--- src/rtl/vedic_mult_arbiter.sv ---
// vedic_mult_arbiter: round-robin sharing of one 8x8 vedic multiplier between NUM_REQ requesters.
// Two-stage pipeline: operand register (S1) -> multiplier -> result register (S2).
module vedic_2x2 (
    input  logic [1:0] a,
    input  logic [1:0] b,
    output logic [3:0] q
);
    logic c;
    assign c = (a[1] & b[0]) & (a[0] & b[1]);
    assign q = {a[1] & b[1] & c, (a[1] & b[1]) ^ c, (a[1] & b[0]) ^ (a[0] & b[1]), a[0] & b[0]};
endmodule

module vedic_4x4 (
    input  logic [3:0] a,
    input  logic [3:0] b,
    output logic [7:0] q
);
    logic [3:0] ll, lh, hl, hh;
    vedic_2x2 u_ll (.a(a[1:0]), .b(b[1:0]), .q(ll));
    vedic_2x2 u_lh (.a(a[1:0]), .b(b[3:2]), .q(lh));
    vedic_2x2 u_hl (.a(a[3:2]), .b(b[1:0]), .q(hl));
    vedic_2x2 u_hh (.a(a[3:2]), .b(b[3:2]), .q(hh));
    assign q = {4'b0, ll} + {2'b0, lh, 2'b0} + {2'b0, hl, 2'b0} + {hh, 4'b0};
endmodule

module vedic_8x8 (
    input  logic [7:0]  a,
    input  logic [7:0]  b,
    output logic [15:0] q
);
    logic [7:0] ll, lh, hl, hh;
    vedic_4x4 u_ll (.a(a[3:0]), .b(b[3:0]), .q(ll));
    vedic_4x4 u_lh (.a(a[3:0]), .b(b[7:4]), .q(lh));
    vedic_4x4 u_hl (.a(a[7:4]), .b(b[3:0]), .q(hl));
    vedic_4x4 u_hh (.a(a[7:4]), .b(b[7:4]), .q(hh));
    assign q = {8'b0, ll} + {4'b0, lh, 4'b0} + {4'b0, hl, 4'b0} + {hh, 8'b0};
endmodule

module vedic_mult_arbiter #(
    parameter int RANGE_WIDTH = 16,
    parameter int NUM_REQ     = 2,
    parameter int ID_WIDTH    = 1
) (
    input  logic                              clk,
    input  logic                              reset,
    input  logic [NUM_REQ-1:0]                req_valid,
    output logic [NUM_REQ-1:0]                req_ready,
    input  logic [NUM_REQ*RANGE_WIDTH/2-1:0]  req_m,
    input  logic [NUM_REQ*RANGE_WIDTH/2-1:0]  req_p,
    output logic                              rsp_valid,
    input  logic                              rsp_ready,
    output logic [ID_WIDTH-1:0]               rsp_id,
    output logic [RANGE_WIDTH-1:0]            rsp_result
);
    localparam int OW = RANGE_WIDTH / 2;

    if (RANGE_WIDTH != 16) begin : g_bad_width
        $error("vedic_mult_arbiter: only RANGE_WIDTH=16 is supported");
    end
    if (NUM_REQ < 2 || NUM_REQ > 4) begin : g_bad_num_req
        $error("vedic_mult_arbiter: NUM_REQ must be 2..4");
    end
    if (ID_WIDTH != $clog2(NUM_REQ)) begin : g_bad_id_width
        $error("vedic_mult_arbiter: ID_WIDTH must equal clog2(NUM_REQ)");
    end

    logic                   s1_valid, s2_valid;
    logic [OW-1:0]          s1_m, s1_p;
    logic [ID_WIDTH-1:0]    s1_id, s2_id, rr_ptr, gnt_id, idx, rr_next;
    logic [RANGE_WIDTH-1:0] prod, s2_prod;
    logic                   adv1, adv2, gnt_any, fire;

    vedic_8x8 u_mul (.a(s1_m), .b(s1_p), .q(prod));

    assign adv2       = !s2_valid || rsp_ready;
    assign adv1       = !s1_valid || adv2;
    assign fire       = gnt_any && adv1 && !reset;
    assign rr_next    = (gnt_id == ID_WIDTH'(NUM_REQ - 1)) ? '0 : gnt_id + ID_WIDTH'(1);
    assign rsp_valid  = s2_valid;
    assign rsp_id     = s2_id;
    assign rsp_result = s2_prod;

    // First valid requester at or after rr_ptr, wrapping.
    always_comb begin
        gnt_any = 1'b0;
        gnt_id  = '0;
        idx     = '0;
        for (int k = 0; k < NUM_REQ; k++) begin
            idx = ID_WIDTH'((int'(rr_ptr) + k) % NUM_REQ);
            if (!gnt_any && req_valid[idx]) begin
                gnt_any = 1'b1;
                gnt_id  = idx;
            end
        end
    end

    always_comb begin
        req_ready = '0;
        if (fire) req_ready[gnt_id] = 1'b1;
    end

    always_ff @(posedge clk or posedge reset) begin
        if (reset) begin
            s1_valid <= 1'b0;
            s1_m     <= '0;
            s1_p     <= '0;
            s1_id    <= '0;
            s2_valid <= 1'b0;
            s2_prod  <= '0;
            s2_id    <= '0;
            rr_ptr   <= '0;
        end else begin
            if (adv2) begin
                s2_valid <= s1_valid;
                s2_prod  <= prod;
                s2_id    <= s1_id;
            end
            if (adv1) s1_valid <= fire;
            if (fire) begin
                s1_m   <= req_m[int'(gnt_id)*OW +: OW];
                s1_p   <= req_p[int'(gnt_id)*OW +: OW];
                s1_id  <= gnt_id;
                rr_ptr <= rr_next;
            end
        end
    end
endmodule

--- config.mk ---
export PLATFORM = sky130hd
export DESIGN_NAME = vedic_mult_arbiter
export DESIGN_NICKNAME = d
export VERILOG_FILES = /design/src/rtl/vedic_mult_arbiter.sv
export SDC_FILE = /design/constraint.sdc
export NUM_CORES = 1
export LEC_CHECK = 0
export CORE_ASPECT_RATIO = 0.9
export CORE_MARGIN = 4
export CORE_UTILIZATION = 41
export DETAILED_ROUTE_END_ITERATION = 7
export MAX_ROUTING_LAYER = met4
export PLACE_DENSITY = 0.74
export SYNTH_ARGS = -nofsm -noshare
export SYNTH_HDL_FRONTEND = slang
export SYNTH_SLANG_ARGS = --single-unit
export TNS_END_PERCENT = 1
--- constraint.sdc ---
create_clock -name clk -period 5.6 [get_ports clk]
set_clock_uncertainty 0.2 [all_clocks]
set_input_delay 0.56 -clock clk [delete_from_list [all_inputs] [get_ports clk]]
set_output_delay 0.56 -clock clk [all_outputs]
set_load 0.02 [all_outputs]
# Word level (Yosys, flattened, before mapping)
# Cells that the tools add are included.
# Widths: inputs -> output; s select.
# word_totals
wordCells	181
output_inout_bits	20
register_bits	37
in_bits	37
# op_classes
n_addsub	17
mux	12
n_bitwise	128
n_shift	2
n_reduce_logical	10
n_lt_le_gt_ge	4
# ops
cell	n
$and 1x1->1	96
$add 7x6->8	4
$add 8x8->8	4
$shiftx 16x5->8	2
$xor 1x1->1	32
$add 4x6->7	4
$add 16x12->16	1
$add 16x16->16	1
$add 8x12->13	1
$mux 1	10
$lt 1x2->1 const B	3
$logic_and 1x1->1	4
$logic_not 1->1	4
$add 1x1->1 const B	2
$logic_or 1x1->1	2
$mux 2	1
$demux 1 s1	1
$ge 1x1->1 const B	1

# Depth between registers and ports, before layout
# Gate-level depths: netlist (run 1).
# depth
word_depth	11
ltp_mapped	24

# Cells and area by module
# Synthesis (run 1) repeated with hierarchy kept, for this count alone.
# hier_totals
cells_unflattened	422
hier_area_um2	4058.9
# modules_own_cells
mod	area_per_inst_um2	seq_area_each_um2	instances	cells_per_inst
vedic_mult_arbiter	1697.9	925.9	1	152
vedic_4x4	249.0	0.0	4	27
vedic_2x2	50.0	0.0	16	6
vedic_8x8	564.3	0.0	1	66

# Worst setup path after synthesis (run 1)
# No wires, ideal clock.
# synth_path
path_type	reg2reg
start	reg s1_p[2]
end	reg s2_prod[14], in the netlist rsp_result[14]
t_required_ps	5271
t_arrival_ps	5071
stages_incl_launch_ff	22
slack_ps	200
path_cell_list	dfrtp_1 -> and2_1 -> ha_1 -> ha_1 -> inv_1 -> fa_1 -> inv_1 -> fa_1 -> ha_1 -> fa_1 -> a21o_1 -> a21oi_1 -> nor2_1 -> xnor2_1 -> fa_1 -> inv_1 -> ha_1 -> and4_1 -> a211oi_2 -> o21ai_2 -> a211oi_1 -> nor3_2
# synth_between
elab_chain_len	9
word_cells_on_any_way	33
classes_between	9 x add/sub; 24 x bitwise
# synth_lines
element	line	source
from (decl)	68	logic [OW-1:0] s1_m, s1_p;
from (signal assigned)	121	s1_p <= req_p[int'(gnt_id)*OW +: OW];
$and 1x1->1	9, 10	
$and 1x1->1	9	assign c = (a[1] & b[0]) & (a[0] & b[1]);
$xor 1x1->1 or $and 1x1->1 (tied branches)	10	assign q = {a[1] & b[1] & c, (a[1] & b[1]) ^ c, (a[1] & b[0]) ^ (a[0] & b[1]), a[0] & b[0]};
$add 4x6->7	23	assign q = {4'b0, ll} + {2'b0, lh, 2'b0} + {2'b0, hl, 2'b0} + {hh, 4'b0};
$add 7x6->8	23	
$add 8x8->8	23	
$add 8x12->13	36	assign q = {8'b0, ll} + {4'b0, lh, 4'b0} + {4'b0, hl, 4'b0} + {hh, 8'b0};
$add 16x12->16 *	36	
$add 16x16->16 *	36	
to (signal assigned)	115	s2_prod <= prod;
to (decl)	70	logic [RANGE_WIDTH-1:0] prod, s2_prod;
# Every way passes the cells marked *; elsewhere a longest branch is shown, timed or not.
# A chain may end at the register's enable or synchronous reset.

# Worst setup path after layout (run 1)
# layout_path
start	reg s1_m[1]
end	reg s2_prod[11], in the netlist rsp_result[11]
# layout_between
elab_chain_len	9
word_cells_on_any_way	33
classes_between	9 x add/sub; 24 x bitwise
# layout_lines
element	line	source
from (decl)	68	
from (signal assigned)	120	s1_m <= req_m[int'(gnt_id)*OW +: OW];
$and 1x1->1	9, 10	
$and 1x1->1	9	
$xor 1x1->1 or $and 1x1->1 (tied branches)	10	
$add 4x6->7	23	
$add 7x6->8	23	
$add 8x8->8	23	
$add 8x12->13 *	36	
$add 16x12->16 *	36	
$add 16x16->16 *	36	
# Marks and branches as above.

==> results of run 1 <==
[path summary, 6_finish.rpt]
path | startpoint | endpoint | cells past startpoint | slack (ns)
setup / recovery | s1_m[1] | rsp_result[11] | 22 | 0.16
hold / removal | rsp_id | rsp_id | 2 | 0.27
setup reg to reg | s1_m[1] | rsp_result[11] | 22 | 0.16
hold reg to reg | rsp_id | rsp_id | 2 | 0.27
max in group asynchronous | reset | s1_p[2] | 3 | 4.37
min in group asynchronous | reset | rsp_result[4] | 3 | 0.50
[worst reg2reg max path: stages (launching register included)]
cell      delay [ns]
dfrtp_1         0.41
and2_1          0.15
ha_1            0.20
ha_1            0.27
inv_1           0.05
fa_1            0.53
inv_1           0.06
ha_1            0.29
a21o_1          0.16
a21oi_1         0.17
xnor2_1         0.15
ha_1            0.30
a21o_1          0.22
a21oi_4         0.19
xor2_1          0.12
fa_1            0.54
inv_1           0.04
ha_1            0.24
a211oi_2        0.32
o21ai_0         0.15
a21oi_1         0.19
xor2_1          0.24
a21oi_1         0.10
[cells in the mapped netlist, types with 2 or more instances]
master,count
inv_1,68
ha_1,66
and2_1,56
nand2_1,44
dfrtp_1,37
a21oi_1,36
nor2_1,28
fa_1,26
mux2i_1,16
a21o_1,14
xnor2_1,11
xor2_1,11
buf_2,5
o21ai_0,5
nand3_1,4
o21ai_1,4
a211oi_1,2
a211oi_2,2
and3_1,2
and4_1,2
buf_4,2
clkbuf_1,2
nand2b_1,2
nand4_1,2
nor3_2,2
[what timing repair did]
action,in CTS,in global routing
endpoints found under the setup margin,2,6
endpoints found under the hold margin,0,0
gates resized for setup,2,24
setup buffers,3,5
gates cloned,0,0
pin swaps,0,11
[stage by stage]
step / utilization, % / hold WS (ns) / instances / setup slack, ns / TNS, ns
3_3_place_gp: 50.2 / 0.250 / 648 / 0.145 / 0
5_1_grt: 53.1 / 0.295 / 664 / -0.0625 / -0.209
3_5_place_dp: 50.2 / 0.259 / 648 / -0.00192 / -0.00192
4_1_cts: 51.5 / 0.279 / 659 / 0.0192 / 0
6_report: 53.1 / 0.271 / 664 / 0.157 / 0
2_1_floorplan: - / 0.247 / 461 / 0.200 / 0
[final cells by class]
| cell class | instances | area share (%) |
|---|---|---|
| clock buffers | 5 | 1.33 |
| clock inverters | 3 | 0.411 |
| inverters | 68 | 4.93 |
| multi-input cells | 347 | 58.3 |
| flip-flops and latches | 37 | 17.9 |
| well taps | 126 | 3.05 |
| repair buffers | 78 | 14.1 |
[per-layer routing]
metal	vias up	part of all wire [%]	wire length, µm	track usage, %
li1	1652	-	-	-
met1	1580	46	4280	20.8
met2	76	49	4530	28.8
met3	20	3.3	311	2.52
met4	0	1.8	168	4.62
met5	-	0	0	-
[registers in the layout, indices dropped and copies added (netlist names)]
register and count:
s1_m 8, s1_p 8, rsp_id 1, s1_id 1, s1_valid 1, rr_ptr 1, rsp_result 16, rsp_valid 1
[cells by family after synthesis]
group | after synthesis | share of synthesized area (%)
buf+inv | 77 | 7.36
fa+ha+maj | 92 | 32.7
mux | 16 | 3.89
compound gates | 71 | 10.8
xor+xnor | 22 | 4.68
simple gates | 146 | 18.1
flops | 37 | 22.5
==> flow_metrics.py, run 1 <==
metrics = {
    "global_route": {
        "grt_pass1_vias": 3474,
        "grt_antenna_before_repair": 0,
        "grt_use_total_pct": 16.8,
        "overflow": 0,
        "grt_pass1_wl_mm": 15.5,
        "grt_max_degree": 38,
    },
    "setup_path": {
        "crit_top_cell": "ha_1",
        "path_buf_inv": 3,
        "crit_family": "adder cells",
        "slowest_delay_ns": 0.54,
        "cp_slowest_cell": "fa_1",
        "cp.arrival_ns": 5.39,
        "path_cells": "and2_1, ha_1, ha_1, inv_1, fa_1, inv_1, ha_1, a21o_1, a21oi_1, xnor2_1, ha_1, a21o_1, a21oi_4, xor2_1, fa_1, inv_1, ha_1, a211oi_2, o21ai_0, a21oi_1, xor2_1, a21oi_1",
        "worstPathRequired_ns": 5.55,
        "cp-end-kind": "flop",
        "start_kind": "flop",
        "cp_max_fo": 5,
        "crit_type": "flop to flop",
    },
    "yosys": {
        "synth.area.top_cells": "dfrtp_1, ha_1, fa_1, and2_1, inv_1",
        "synth_cells": 461,
        "ys_types": 37,
        "synthArstFlopShare_pct": 100,
        "yosys.area.top_type_share_pct": 22.5,
        "ys.flop_type": "dfrtp_1",
        "avgSynthCellArea_um2": 8.93,
        "netlist_area_um2": 4120,
        "ys_seq_area_share_pct": 22.5,
        "synth-seq-cells": 37,
        "yosys.area.top_type": "dfrtp_1",
        "synth_edf_count": 0,
        "synth_warnings": 0,
        "syn_nets": 590,
    },
    "finish": {
        "final_common_cell": "inv_1",
        "final_cell_mix": "inv_1, ha_1, clkdlybuf4s50_1",
        "drive_above_1_share_pct": 11.5,
        "nets": 666,
        "multi_input_area_um2": 3010,
        "antenna_cells": 0,
        "area_growth_pct": 25.7,
        "final_area_um2": 5170,
        "ff_latch_area_um2": 926,
        "final.fill_count": 874,
    },
    "drt": {
        "firstDrtPassIters": 4,
        "drt-total-wl_mm": 9.30,
        "route.detailed.drc": 0,
        "wl_per_cell_um": 14.0,
        "ant_nets": 0,
        "via_per_inst": 5.01,
        "drt_iter0_drc": 113,
        "vias": 3328,
    },
    "placed_design": {
        "place_congestion": 0.857,
        "numPortBuffers": 56,
        "hpwl_mm": 7.44,
        "place_area_um2": 4890,
    },
    "sta": {
        "fmax_ghz": 0.184,
        "maxSlewHeadroom_pct": 29.3,
        "setup_viol": 0,
        "post-route-period-util_pct": 97.2,
        "drv_slew": 0,
        "worst_pin_slew_ns": 1.06,
        "hold_violations": 0,
        "period_needed_ns": 5.44,
    },
    "floorplanning": {
        "die_w_um": 114,
        "core_um2": 9740,
        "die_h_um": 103,
        "rows": 34,
        "dieArea_um2": 11700,
        "io_pins": 57,
        "initial_core_util_pct": 42.2,
    },
    "clock_tree": {
        "path_clk_slew_ns": 0.09,
        "htreeDepth": 2,
        "clockBufferDepth": 2,
        "cts_hold_buf": 0,
        "clockRootBuffer": "clkbuf_8",
        "numCtsBuffers": 5,
        "clock_latency_ns": 0.30,
        "clock_sinks": 37,
        "cts_tree": "built",
    },
    "worst_hold_path": {
        "hold_path.class": "flop to flop",
    },
    "run_status": {
        "outcome": "finished, final reports clean",
    },
    "run": {
        "cap_violations": 0,
    },
}
Power of run 1 is not shown: default switching activity piles up to over one toggle a cycle in this logic, so the estimate is an artifact.
==> run 2: changes to the inputs <==
--- a/constraint.sdc
+++ b/constraint.sdc
@@ -4,2 +4,2 @@
 set_output_delay 0.56 -clock clk [all_outputs]
-set_load 0.02 [all_outputs]
+set_load 0.01 [all_outputs]
==> results of run 2 <==
The final DEF is identical to that of run 1; final timing and power are the same.
Power of run 2 is left out for the same reason.
==> variant: new RTL, flow settings as in run 2 <==
Reset style: synchronous (`reset`), changed in one clocked block.
--- a/src/rtl/vedic_mult_arbiter.sv
+++ b/src/rtl/vedic_mult_arbiter.sv
@@ -99,7 +99,7 @@
         if (fire) req_ready[gnt_id] = 1'b1;
     end
 
-    always_ff @(posedge clk or posedge reset) begin
+    always_ff @(posedge clk) begin
         if (reset) begin
             s1_valid <= 1'b0;
             s1_m     <= '0;
Function: changed (a bounded check fails within 4 cycles, from zero or initial values and one cycle with reset high; the reset may be asserted at any time).
==> variant against run 2 <==
Count of clock-buffer cells in the layout up 1. Non-clock buffer count down 12. Worst setup slack better by 83 ps. Area after synthesis down 3.9%. Final area down 6.7%. Sequential share of layout area down 2.4 points. Wire length down 2.2%. Sequential cell count unchanged.
Power is left out: it rests on default switching activity, and per cell area and clock period it moved more than threefold.
==> variant: results (changes against run 2) <==
metric;value;unit;change
outcome;finished, final reports clean;;
cpPeakStageDelay;580;ps;+40 ps
grt_start_max_net_pins;27;;-29%
place_area;4630;um^2;-5.5%
synthTopCellsByCount;69 x inv_1, 66 x ha_1, 54 x and2_1;;
grt_pass1_wl;15800;um;+1.6%
layout-drive-gt1-share;7.98;%;-3.5 points
holdPathStages;2;;unchanged
grt_pass1_vias;3518;;+1.3%
crit_fanout;9;;+4
synth_mux_area_share;0;%;-3.9 points
synthAdderAreaFrac;34.0;%;+1.3 points
synth_ff_type;dfxtp_1;;
synth-seq-area-share;18.7;%;-3.8 points
nNetsFinal;642;;-3.6%
cp_data_arrival_time;5390;ps;about the same
track_usage;17.3;%;+0.47 points
worst_pin_slew;641;ps;-419 ps
rrSetupSlack;240;ps;+80 ps
gp_congestion;0.884;;+3.2%
synth_area_leaders;ha_1 21%, dfxtp_1 19%, fa_1 13%;;
ys_types;39;;+5.4%
synth_nets;582;;-1.4%
routed_wl;9100;um;-2.2%
r2r_cells;20;;-9.1%
first_pass_iters;7;;+3
synth_async_sr_flop_share;0;%;-100 points
first_iter_violations;184;;+63%
slowest_stage;fa_2;;
vias;3342;;+0.42%
## variant: metal layers
layer,vias to the layer above,wire (um),part of all wire [%],global-route usage [%]
met5,-,0,0,-
met4,0,158,1.7,3.84
met3,19,379,4.2,2.39
met2,89,4280,47,29.9
met1,1592,4280,47,21.7
li1,1642,-,-,-
## variant: worst max-delay path: cells and delay by family, from the launching register on
family,cells,cell delay [ps]
AND/OR/NAND/NOR,3,580
adder cells (fa/ha/maj),8,2910
XOR/XNOR,1,110
AO/OA/AOI/OAI,5,970
flip-flops,1,370
buffers and inverters,3,160
## variant: what timing repair did
| action | CTS | global route |
|---|---|---|
| hold buffers | 0 | 0 |
| resized for setup | 1 | 22 |
| hold endpoints to repair | 0 | 0 |
| cloned | 0 | 0 |
| endpoints found under the setup margin | 1 | 6 |
| pin swaps | 0 | 6 |
| setup buffers | 0 | 1 |
## variant: cells by family (layout without fill, tap and decap cells)
group / after synthesis / count (layout)
XOR/XNOR: 23 / 23
AND/OR/NAND/NOR: 139 / 139
adder cells (fa/ha/maj): 92 / 92
AO/OA/AOI/OAI: 80 / 80
flip-flops: 37 / 37
buffers and inverters: 82 / 143
## variant: cell type report
type	instances	area (um^2)
fill	862	4420
multi-input combinational	334	2920
sequential	37	747
timing repair buffer	66	636
inverter	69	259
tap	122	153
clock buffer	6	72.6
clock inverter	2	38.8
## variant: final timing paths
| path | endpoint | start |
|---|---|---|
| max | rsp_result[12] | s1_p[1] |
| min | rsp_result[4] | rsp_result[4] |
| max reg2reg | rsp_result[12] | s1_p[1] |
| min reg2reg | rsp_result[4] | rsp_result[4] |
## variant: stage by stage
step	TNS (ps)	setup WS, ps	std cells	hold WS, ps	utilization [%]
2_1_floorplan	0	288	453	237	-
5_1_grt	-31.0	-14.8	636	276	52.2
3_5_place_dp	0	27.4	627	248	50.0
4_1_cts	0	4.33	635	262	51.2
6_report	0	240	636	257	52.2
3_3_place_gp	0	149	627	241	50.0
